===== config.mk =====
export PLATFORM = sky130hd
export DESIGN_NAME = mem_stage_ctrl
export DESIGN_NICKNAME = d
export VERILOG_FILES = /design/src/rtl/mem_stage_ctrl_pkg.sv /design/src/rtl/mem_stage_ctrl_load_align.sv /design/src/rtl/mem_stage_ctrl.sv
export SDC_FILE = /design/constraint.sdc
export NUM_CORES = 1
export LEC_CHECK = 0
export CAP_MARGIN = 20
export CORE_MARGIN = 3
export CORE_UTILIZATION = 35
export DETAILED_ROUTE_END_ITERATION = 8
export HOLD_SLACK_MARGIN = 0.15
export MAX_ROUTING_LAYER = met4
export PLACE_DENSITY_LB_ADDON = 0.08
export SYNTH_ARGS = -nofsm -noshare
export SYNTH_HDL_FRONTEND = slang
export SYNTH_HIERARCHICAL = 1
export SYNTH_SLANG_ARGS = --single-unit

===== constraint.sdc =====
create_clock -name clk -period 4.7 [get_ports clk]
set_input_delay 0.94 -clock clk [delete_from_list [all_inputs] [get_ports clk]]
set_output_delay 0.94 -clock clk [all_outputs]
set_load 0.005 [all_outputs]

===== src/rtl/mem_stage_ctrl_pkg.sv =====
// Purpose: shared types and helpers for the MEM-stage data-memory controller.
//   mem_fsm_t       : controller state encoding
//   load/store enums: RV32I funct3 encodings for loads and stores
//   dmem_req_t      : registered data-memory request payload
//   store_mask/store_data/is_misaligned : store lane steering and alignment check
package mem_stage_ctrl_pkg;

  localparam int unsigned XLEN   = 32;
  localparam int unsigned MASK_W = XLEN / 8;

  typedef enum logic [1:0] {
    MEM_IDLE = 2'd0,
    MEM_REQ  = 2'd1,
    MEM_DONE = 2'd2
  } mem_fsm_t;

  typedef enum logic [2:0] {
    LB  = 3'b000,
    LH  = 3'b001,
    LW  = 3'b010,
    LBU = 3'b100,
    LHU = 3'b101
  } load_funct3_t;

  typedef enum logic [2:0] {
    SB = 3'b000,
    SH = 3'b001,
    SW = 3'b010
  } store_funct3_t;

  typedef struct packed {
    logic [XLEN-1:0]   addr;
    logic [MASK_W-1:0] wmask;
    logic [XLEN-1:0]   wdata;
  } dmem_req_t;

  // Byte enables for a store of the given size at the given byte offset.
  function automatic logic [MASK_W-1:0] store_mask(input logic [2:0] funct3,
                                                   input logic [1:0] offset);
    case (funct3)
      SB:      store_mask = 4'b0001 << offset;
      SH:      store_mask = 4'b0011 << offset;
      default: store_mask = 4'b1111;
    endcase
  endfunction

  // Replicate the store value so every candidate lane carries it; the mask picks.
  function automatic logic [XLEN-1:0] store_data(input logic [2:0] funct3,
                                                 input logic [XLEN-1:0] wdata);
    case (funct3)
      SB:      store_data = {4{wdata[7:0]}};
      SH:      store_data = {2{wdata[15:0]}};
      default: store_data = wdata;
    endcase
  endfunction

  // Load and store size encodings coincide, so one check covers both.
  function automatic logic is_misaligned(input logic [2:0] funct3,
                                         input logic [1:0] offset);
    case (funct3)
      LB, LBU:  is_misaligned = 1'b0;
      LH, LHU:  is_misaligned = offset[0];
      default:  is_misaligned = (offset != 2'b00);
    endcase
  endfunction

endpackage


===== src/rtl/mem_stage_ctrl_load_align.sv =====
// Purpose: combinational load extraction; selects the byte/half lane at the
//   latched offset and sign- or zero-extends it.
// Ports:
//   rdata_i  : raw 32-bit word from data memory
//   funct3_i : load funct3 of the op in flight
//   offset_i : byte offset (addr[1:0]) of the op in flight
//   data_o   : extended load value
module mem_stage_ctrl_load_align
  import mem_stage_ctrl_pkg::*;
(
  input  logic [XLEN-1:0] rdata_i,
  input  logic [2:0]      funct3_i,
  input  logic [1:0]      offset_i,
  output logic [XLEN-1:0] data_o
);

  logic [7:0]  byte_c;
  logic [15:0] half_c;

  always_comb begin
    byte_c = rdata_i[7:0];
    case (offset_i)
      2'd0: byte_c = rdata_i[7:0];
      2'd1: byte_c = rdata_i[15:8];
      2'd2: byte_c = rdata_i[23:16];
      2'd3: byte_c = rdata_i[31:24];
      default: byte_c = rdata_i[7:0];
    endcase
    half_c = offset_i[1] ? rdata_i[31:16] : rdata_i[15:0];

    case (funct3_i)
      LB:      data_o = {{(XLEN-8){byte_c[7]}}, byte_c};
      LBU:     data_o = {{(XLEN-8){1'b0}}, byte_c};
      LH:      data_o = {{(XLEN-16){half_c[15]}}, half_c};
      LHU:     data_o = {{(XLEN-16){1'b0}}, half_c};
      default: data_o = rdata_i;
    endcase
  end

endmodule


===== src/rtl/mem_stage_ctrl.sv =====
// Purpose: MEM-stage controller; turns one load/store into a single held
//   data-memory transaction, stalls the pipeline until it completes and
//   returns the extended load value to WB.
// Ports:
//   clk, rst                     : clock, async active-high reset
//   mem_valid/mem_rd/mem_wr      : EX/MEM op valid and its read/write control
//   funct3, mem_addr, mem_wdata  : access size/sign, byte address, store value
//   dmem_address/read/write/wmask/wdata : registered data-memory request
//   dmem_rdata, dmem_resp        : data-memory read data and completion pulse
//   stall                        : combinational pipeline freeze
//   load_data, done              : load result and completion pulse
//   misaligned                   : pulse when an op is dropped for alignment
//   perf_stall_cnt               : saturating count of stall cycles
module mem_stage_ctrl
  import mem_stage_ctrl_pkg::*;
#(
  parameter int unsigned PERF_W = 32
) (
  input  logic              clk,
  input  logic              rst,
  input  logic              mem_valid,
  input  logic              mem_rd,
  input  logic              mem_wr,
  input  logic [2:0]        funct3,
  input  logic [XLEN-1:0]   mem_addr,
  input  logic [XLEN-1:0]   mem_wdata,
  output logic [XLEN-1:0]   dmem_address,
  output logic              dmem_read,
  output logic              dmem_write,
  output logic [MASK_W-1:0] dmem_wmask,
  output logic [XLEN-1:0]   dmem_wdata,
  input  logic [XLEN-1:0]   dmem_rdata,
  input  logic              dmem_resp,
  output logic              stall,
  output logic [XLEN-1:0]   load_data,
  output logic              done,
  output logic              misaligned,
  output logic [PERF_W-1:0] perf_stall_cnt
);

  mem_fsm_t        state_q, state_d;
  dmem_req_t       req_q, req_d;
  logic            rd_q, rd_d, wr_q, wr_d;
  logic            done_q, done_d, mis_q, mis_d;
  logic [2:0]      f3_q, f3_d;
  logic [1:0]      off_q, off_d;
  logic [XLEN-1:0] load_q, load_d, load_ext;
  logic [PERF_W-1:0] cnt_q;

  logic op_req, op_mis, accept;

  assign op_req = mem_valid & (mem_rd | mem_wr);
  assign op_mis = is_misaligned(funct3, mem_addr[1:0]);
  assign accept = (state_q == MEM_IDLE) & op_req & ~op_mis;
  assign stall  = accept | (state_q == MEM_REQ);

  mem_stage_ctrl_load_align u_load_align (
    .rdata_i  (dmem_rdata),
    .funct3_i (f3_q),
    .offset_i (off_q),
    .data_o   (load_ext)
  );

  // Next-state and request capture; mem_rd wins when both rd and wr are set.
  always_comb begin
    state_d = state_q;
    req_d   = req_q;
    rd_d    = rd_q;
    wr_d    = wr_q;
    f3_d    = f3_q;
    off_d   = off_q;
    load_d  = load_q;
    done_d  = 1'b0;
    mis_d   = 1'b0;
    case (state_q)
      MEM_IDLE: begin
        if (op_req && op_mis) begin
          mis_d = 1'b1;
        end else if (accept) begin
          state_d     = MEM_REQ;
          rd_d        = mem_rd;
          wr_d        = ~mem_rd;
          req_d.addr  = {mem_addr[XLEN-1:2], 2'b00};
          req_d.wmask = mem_rd ? '0 : store_mask(funct3, mem_addr[1:0]);
          req_d.wdata = mem_rd ? '0 : store_data(funct3, mem_wdata);
          f3_d        = funct3;
          off_d       = mem_addr[1:0];
        end
      end
      MEM_REQ: begin
        if (dmem_resp) begin
          rd_d    = 1'b0;
          wr_d    = 1'b0;
          done_d  = 1'b1;
          state_d = MEM_DONE;
          if (rd_q) load_d = load_ext;
        end
      end
      MEM_DONE: state_d = MEM_IDLE;
      default:  state_d = MEM_IDLE;
    endcase
  end

  // Reset drops the request immediately and abandons any transaction.
  always_ff @(posedge clk or posedge rst) begin
    if (rst) begin
      state_q <= MEM_IDLE;
      req_q   <= '0;
      rd_q    <= 1'b0;
      wr_q    <= 1'b0;
      f3_q    <= '0;
      off_q   <= '0;
      load_q  <= '0;
      done_q  <= 1'b0;
      mis_q   <= 1'b0;
    end else begin
      state_q <= state_d;
      req_q   <= req_d;
      rd_q    <= rd_d;
      wr_q    <= wr_d;
      f3_q    <= f3_d;
      off_q   <= off_d;
      load_q  <= load_d;
      done_q  <= done_d;
      mis_q   <= mis_d;
    end
  end

  // Saturating stall-cycle counter.
  always_ff @(posedge clk or posedge rst) begin
    if (rst) begin
      cnt_q <= '0;
    end else if (stall && (cnt_q != {PERF_W{1'b1}})) begin
      cnt_q <= cnt_q + PERF_W'(1);
    end
  end

  assign dmem_address   = req_q.addr;
  assign dmem_wmask     = req_q.wmask;
  assign dmem_wdata     = req_q.wdata;
  assign dmem_read      = rd_q;
  assign dmem_write     = wr_q;
  assign load_data      = load_q;
  assign done           = done_q;
  assign misaligned     = mis_q;
  assign perf_stall_cnt = cnt_q;

endmodule

=== After elaboration in Yosys (flattened, before gate mapping) ===
Cells that the tools add are included.

* Add/sub/neg operators: 1
* Multiply operators: 0
* Div/mod/pow operators: 0
* $lt $le $gt $ge: 0
* Eq/ne operators: 14
* Shifts and indexed selects: 2
* Multiplexer cells: 23
* Bitwise logic cells: 8
* Reductions and logical operators: 14

{| class="wikitable"
|+ Operators with widths
! cell !! count
|-
| 32-bit one-hot mux with 4 select lines || 1
|-
| 32-bit one-hot mux with 2 select lines || 1
|-
| 32-bit by 1-bit adder with 32-bit output, second input constant || 1
|-
| 32-bit 2-to-1 mux || 1
|-
| 32-bit != test, second input constant || 1
|-
| 8-bit one-hot mux with 4 select lines || 1
|-
| 16-bit 2-to-1 mux || 1
|-
| 3-bit == test, second input constant || 4
|-
| 1-bit 2-to-1 mux || 9
|-
| 3-bit AND reduction || 3
|-
| 4-bit one-hot mux with 2 select lines || 1
|-
| 3-bit by 1-bit == test with 1-bit output, second input constant || 2
|-
| 3-bit logical NOT || 2
|-
| 2-bit 2-to-1 mux || 3
|-
| 2-bit != test, second input constant || 3
|-
| 1-bit one-hot mux with 2 select lines || 3
|-
| 2-bit by 1-bit == test with 1-bit output, second input constant || 2
|-
| 2-bit == test, second input constant || 2
|-
| 2-bit logical NOT || 2
|-
| 4-bit 2-to-1 mux || 1
|-
| 2-bit one-hot mux with 2 select lines || 1
|-
| 4-bit AND reduction || 1
|-
| 2-bit nonzero test || 2
|-
| 2-bit OR reduction || 2
|-
| 6 further kinds || 12
|}

* Bits in registers: 141
* Latch bits: 0
* RAM bits: 0
* Memory bits (read-only): 0
* Bits of input ports: 105
* Output and inout port bits: 137
* Logic and storage cells: 74
* Memories: 0

=== Longest topological paths before layout ===
* Word-level depth: 8
* Gate-level depth with buffers: 9
* Gate-level depth less buffers: 6

=== Modules after synthesis ===
Netlist, hierarchy kept.

{| class="wikitable"
|+ Modules (own cells, without submodules)
! module !! times used !! cells each !! area each (sq um) !! seq. area each (sq um)
|-
| mem_stage_ctrl || 1 || 577 || 6128.4 || 3528.4
|-
| mem_stage_ctrl_load_align || 1 || 111 || 668.1 || 0.0
|}

=== Worst setup path after synthesis ===
No wires, ideal clock.

* Path kind: in2out
* Start point: input port mem_addr[0]
* End point: output port stall
* Arrival: 1.675 ns
* Data required time: 3.760 ns
* Slack: 2.085 ns
* Cell stages on the path: 3
* Buffers on the path: 0
* Cell sequence: and2_4 > o41a_1 > inv_1

* Word-level cells in the longest chain between the ends: 5

{| class="wikitable"
|+ RTL lines
! element !! RTL line !! RTL
|-
| start, declared || mem_stage_ctrl.sv:25 || <nowiki>input logic [XLEN-1:0] mem_addr,</nowiki>
|-
| 2-bit nonzero test || mem_stage_ctrl_pkg.sv:63 || <nowiki>default: is_misaligned = (offset != 2'b00);</nowiki>
|-
| 1-bit one-hot mux with 2 select lines * || mem_stage_ctrl_pkg.sv:60 || <nowiki>case (funct3)</nowiki>
|-
| 1-bit inverter * || mem_stage_ctrl.sv:54 || <nowiki>assign accept = (state_q == MEM_IDLE) & op_req & ~op_mis;</nowiki>
|-
| 1-bit AND * || mem_stage_ctrl.sv:54 ||
|-
| 1-bit bitwise OR * || mem_stage_ctrl.sv:55 || <nowiki>assign stall = accept | (state_q == MEM_REQ);</nowiki>
|-
| end, declared || mem_stage_ctrl.sv:34 || <nowiki>output logic stall,</nowiki>
|}

Mark *: on every way between the ends. The rest lies on a longest branch, timed or not.

=== Worst setup path in the final report ===
Ends and elaborated chain as after synthesis.

==> results.yml <==
timing:
  rsz0062_at_grt: "false"
  drv_slew: 0
  fin_hold_ws_ns: 0.4694
  finalCritPeriodShare: 0.8138
  fmax_ghz: 0.2615
  setup_viol_count_final: 0
  tns_ns: 0
  tightest_slew_ns: 0.8579
  fin_skew_ns: 0.007587
  slew_headroom: 0.4280
  hold_viol: 0
  min_period_ns: 3.825
detailed_routing:
  wl_per_cell_um: 16.97
  wl_um: 20140
  drtIter0Drc: 369
  dr.pass1.iters: 4
  drc: 0
  ant_nets: 0
  dr_total_vias: 5860
  avgViaCountPerCell: 4.937
cells_and_area:
  fillers: 1717
  layout.nets: 1022
  stdcell_area_um2: 10060
  drive_gt1_frac: 0.08738
  area_growth_pct: 48.07
  stdcell_count: 1187
  diodes: 0
cts:
  h-tree-depth: 4
  cts_tree: "done"
  cts_setup_buffers: 0
  cts_root_buffer: "clkbuf_16"
  ctsHoldBuffers: 0
  cts_buffer_depth: 2
  clock_latency_ns: 0.42
  cts_resized: 0
  clock_sinks: 141
  cts_made_buffers: 17
  cts.reportedPaths.clkPinSlew_ns: 0.05
yosys:
  synth_top_family_by_area: "simple AND/OR/NAND/NOR gates"
  seq_area_frac_synth: 0.5191
  synth_compound_area_frac: 0.1103
  yosys.area.top_type_share: 0.5191
  synth_area_leader_cell: "dfrtp_1"
  ys.flop_type: "dfrtp_1"
  synth_fa_ha_area_frac: 0.001841
  synth.ff_latch_count: 141
  synth_most_common_cell: "nand2_1"
  synthXorXnorAreaFrac: 0.03995
  yosys-top-cells-area: "dfrtp_1 (52%), nand2_1 (11%), mux2_2 (5.5%)"
  syn_area_um2: 6797
  syn_avg_cell_area_um2: 9.879
  synth-edff-count: 0
  synthMuxAreaShare: 0.09481
  netlist_instances: 688
  synth-simple-area-share: 0.1994
  synth.distinct_cells: 52
  yosys_warnings: 6
  async_flop_share: 1.000
  ys_top_cells_by_count: "nand2_1 (196), dfrtp_1 (141), mux2_2 (33)"
worst_setup_path:
  end_kind: "primary output"
  cp_max_fo: 7
  critical_path_class: "input port to primary output"
  cp.required_ns: 3.76
  cp.arrival_ns: 2.88
  r2r_start: "perf_stall_cnt[0]"
  cp-start-kind: "input port"
  cp-startpoint: "mem_addr[0]"
die:
  io_pins: 242
  fp.dieH_um: 145.4
  dieWidth_um: 145.4
  start_util: 0.3597
  fp-row-count: 50
  fp.dieArea_um2: 21130
  fp.coreArea_um2: 18890
worst_hold_path:
  worstHoldStart: "dmem_address[8]"
  worstHoldPathType: "register to register"
power_and_ir_drop:
  power_density_nw_per_um2: 467.2
  p_leak_nw: 4.483
  peakVddDrop_uv: 263.6
  power.total_w: 0.004702
placed_design:
  dp.cells: 1156
  dp_hpwl_um: 14530
  place_congestion: 0.8183
  dpl-instance-area_um2: 9430
  io_buffers: 239
grt:
  grt_max_degree: 110
  grt_pass1_vias: 6118
  grt_first_pass_wirelength_um: 33030
  grt_remaining_overflow: 0
  grt_usage: 0.1988
  grt_antenna_before_repair: 0
status:
  status: "completed"
run:
  maxCapViolations: 0
## report_power, final
| part | switching, W | internal, W |
|---|---|---|
| Clock | 0.000494 | 0.000909 |
| Combinational | 0.000605 | 0.000926 |
| Sequential | 0.000237 | 0.00153 |
## sequential cells by signal (all words and copies together) (netlist names), 2 cells and up
| register | count |
|---|---|
| dmem_wmask | 4 |
| load_data | 32 |
| dmem_wdata | 32 |
| off_q | 2 |
| perf_stall_cnt | 32 |
| dmem_address | 30 |
| state_q | 2 |
| f3_q | 3 |
## metal layers
| layer | up-vias | GRT usage | share of wire |
|---|---|---|---|
| li1 | 2820 | - | - |
| met1 | 2814 | 0.2489 | 0.44 |
| met2 | 193 | 0.3143 | 0.48 |
| met3 | 33 | 0.04827 | 0.057 |
| met4 | 0 | 0.07455 | 0.027 |
| met5 | - | - | 0 |
## through the flow
step	setup slack, ns	utilization
3_5_place_dp	0.8704	0.4991
5_1_grt	0.8287	0.5326
2_1_floorplan	1.997	-
6_report	0.8754	0.5326
3_3_place_gp	0.9152	0.4991
4_1_cts	0.8690	0.5312
## critical path, stage by stage
cell and delay (ns):
clkdlybuf4s50_1 0.52, and2_4 0.22, o41a_1 0.47, inv_1 0.19, clkdlybuf4s50_1 0.53
## final cells by class
cell class,instances,area [um2],share of cell area
inverter,8,33.78,0.003357
multi-input combinational,497,3055,0.3036
clock buffer,23,467.9,0.04650
clock inverter,7,137.6,0.01368
sequential,141,3528,0.3506
timing repair buffer,251,2515,0.2499
tap,260,325.3,0.03233
## cells by family after synthesis
logic type	after synthesis
compound gates	105
xor+xnor	31
fa+ha+maj	1
buf+inv	51
flops	141
mux	59
other cells	1
simple gates	299
## path summary, 6_finish.rpt
check,endpoint,slack (ns),depth (start not counted)
worst max-delay path,stall,0.88,5
worst min-delay path,dmem_address[8],0.47,2
worst max register to register,perf_stall_cnt[1],2.08,7
worst min register to register,dmem_address[8],0.47,2
max in group asynchronous,load_data[24],3.07,3
min in group asynchronous,dmem_wdata[16],0.82,2
## cell usage in the layout (no fill, tap or decap), drive strengths merged, types with 8 or more instances in the layout
cell type	count
dfrtp	141
buf	12
nand2b	17
a221o	8
nand3	12
nand2	196
clkbuf	23
a21o	20
o31ai	27
clkdlybuf4s50	239
mux2i	25
xor2	27
o21ai	28
nor4	8
mux2	33
nor3	12
nand4	9
nor2	22
Power figures use the tool's default switching activity.
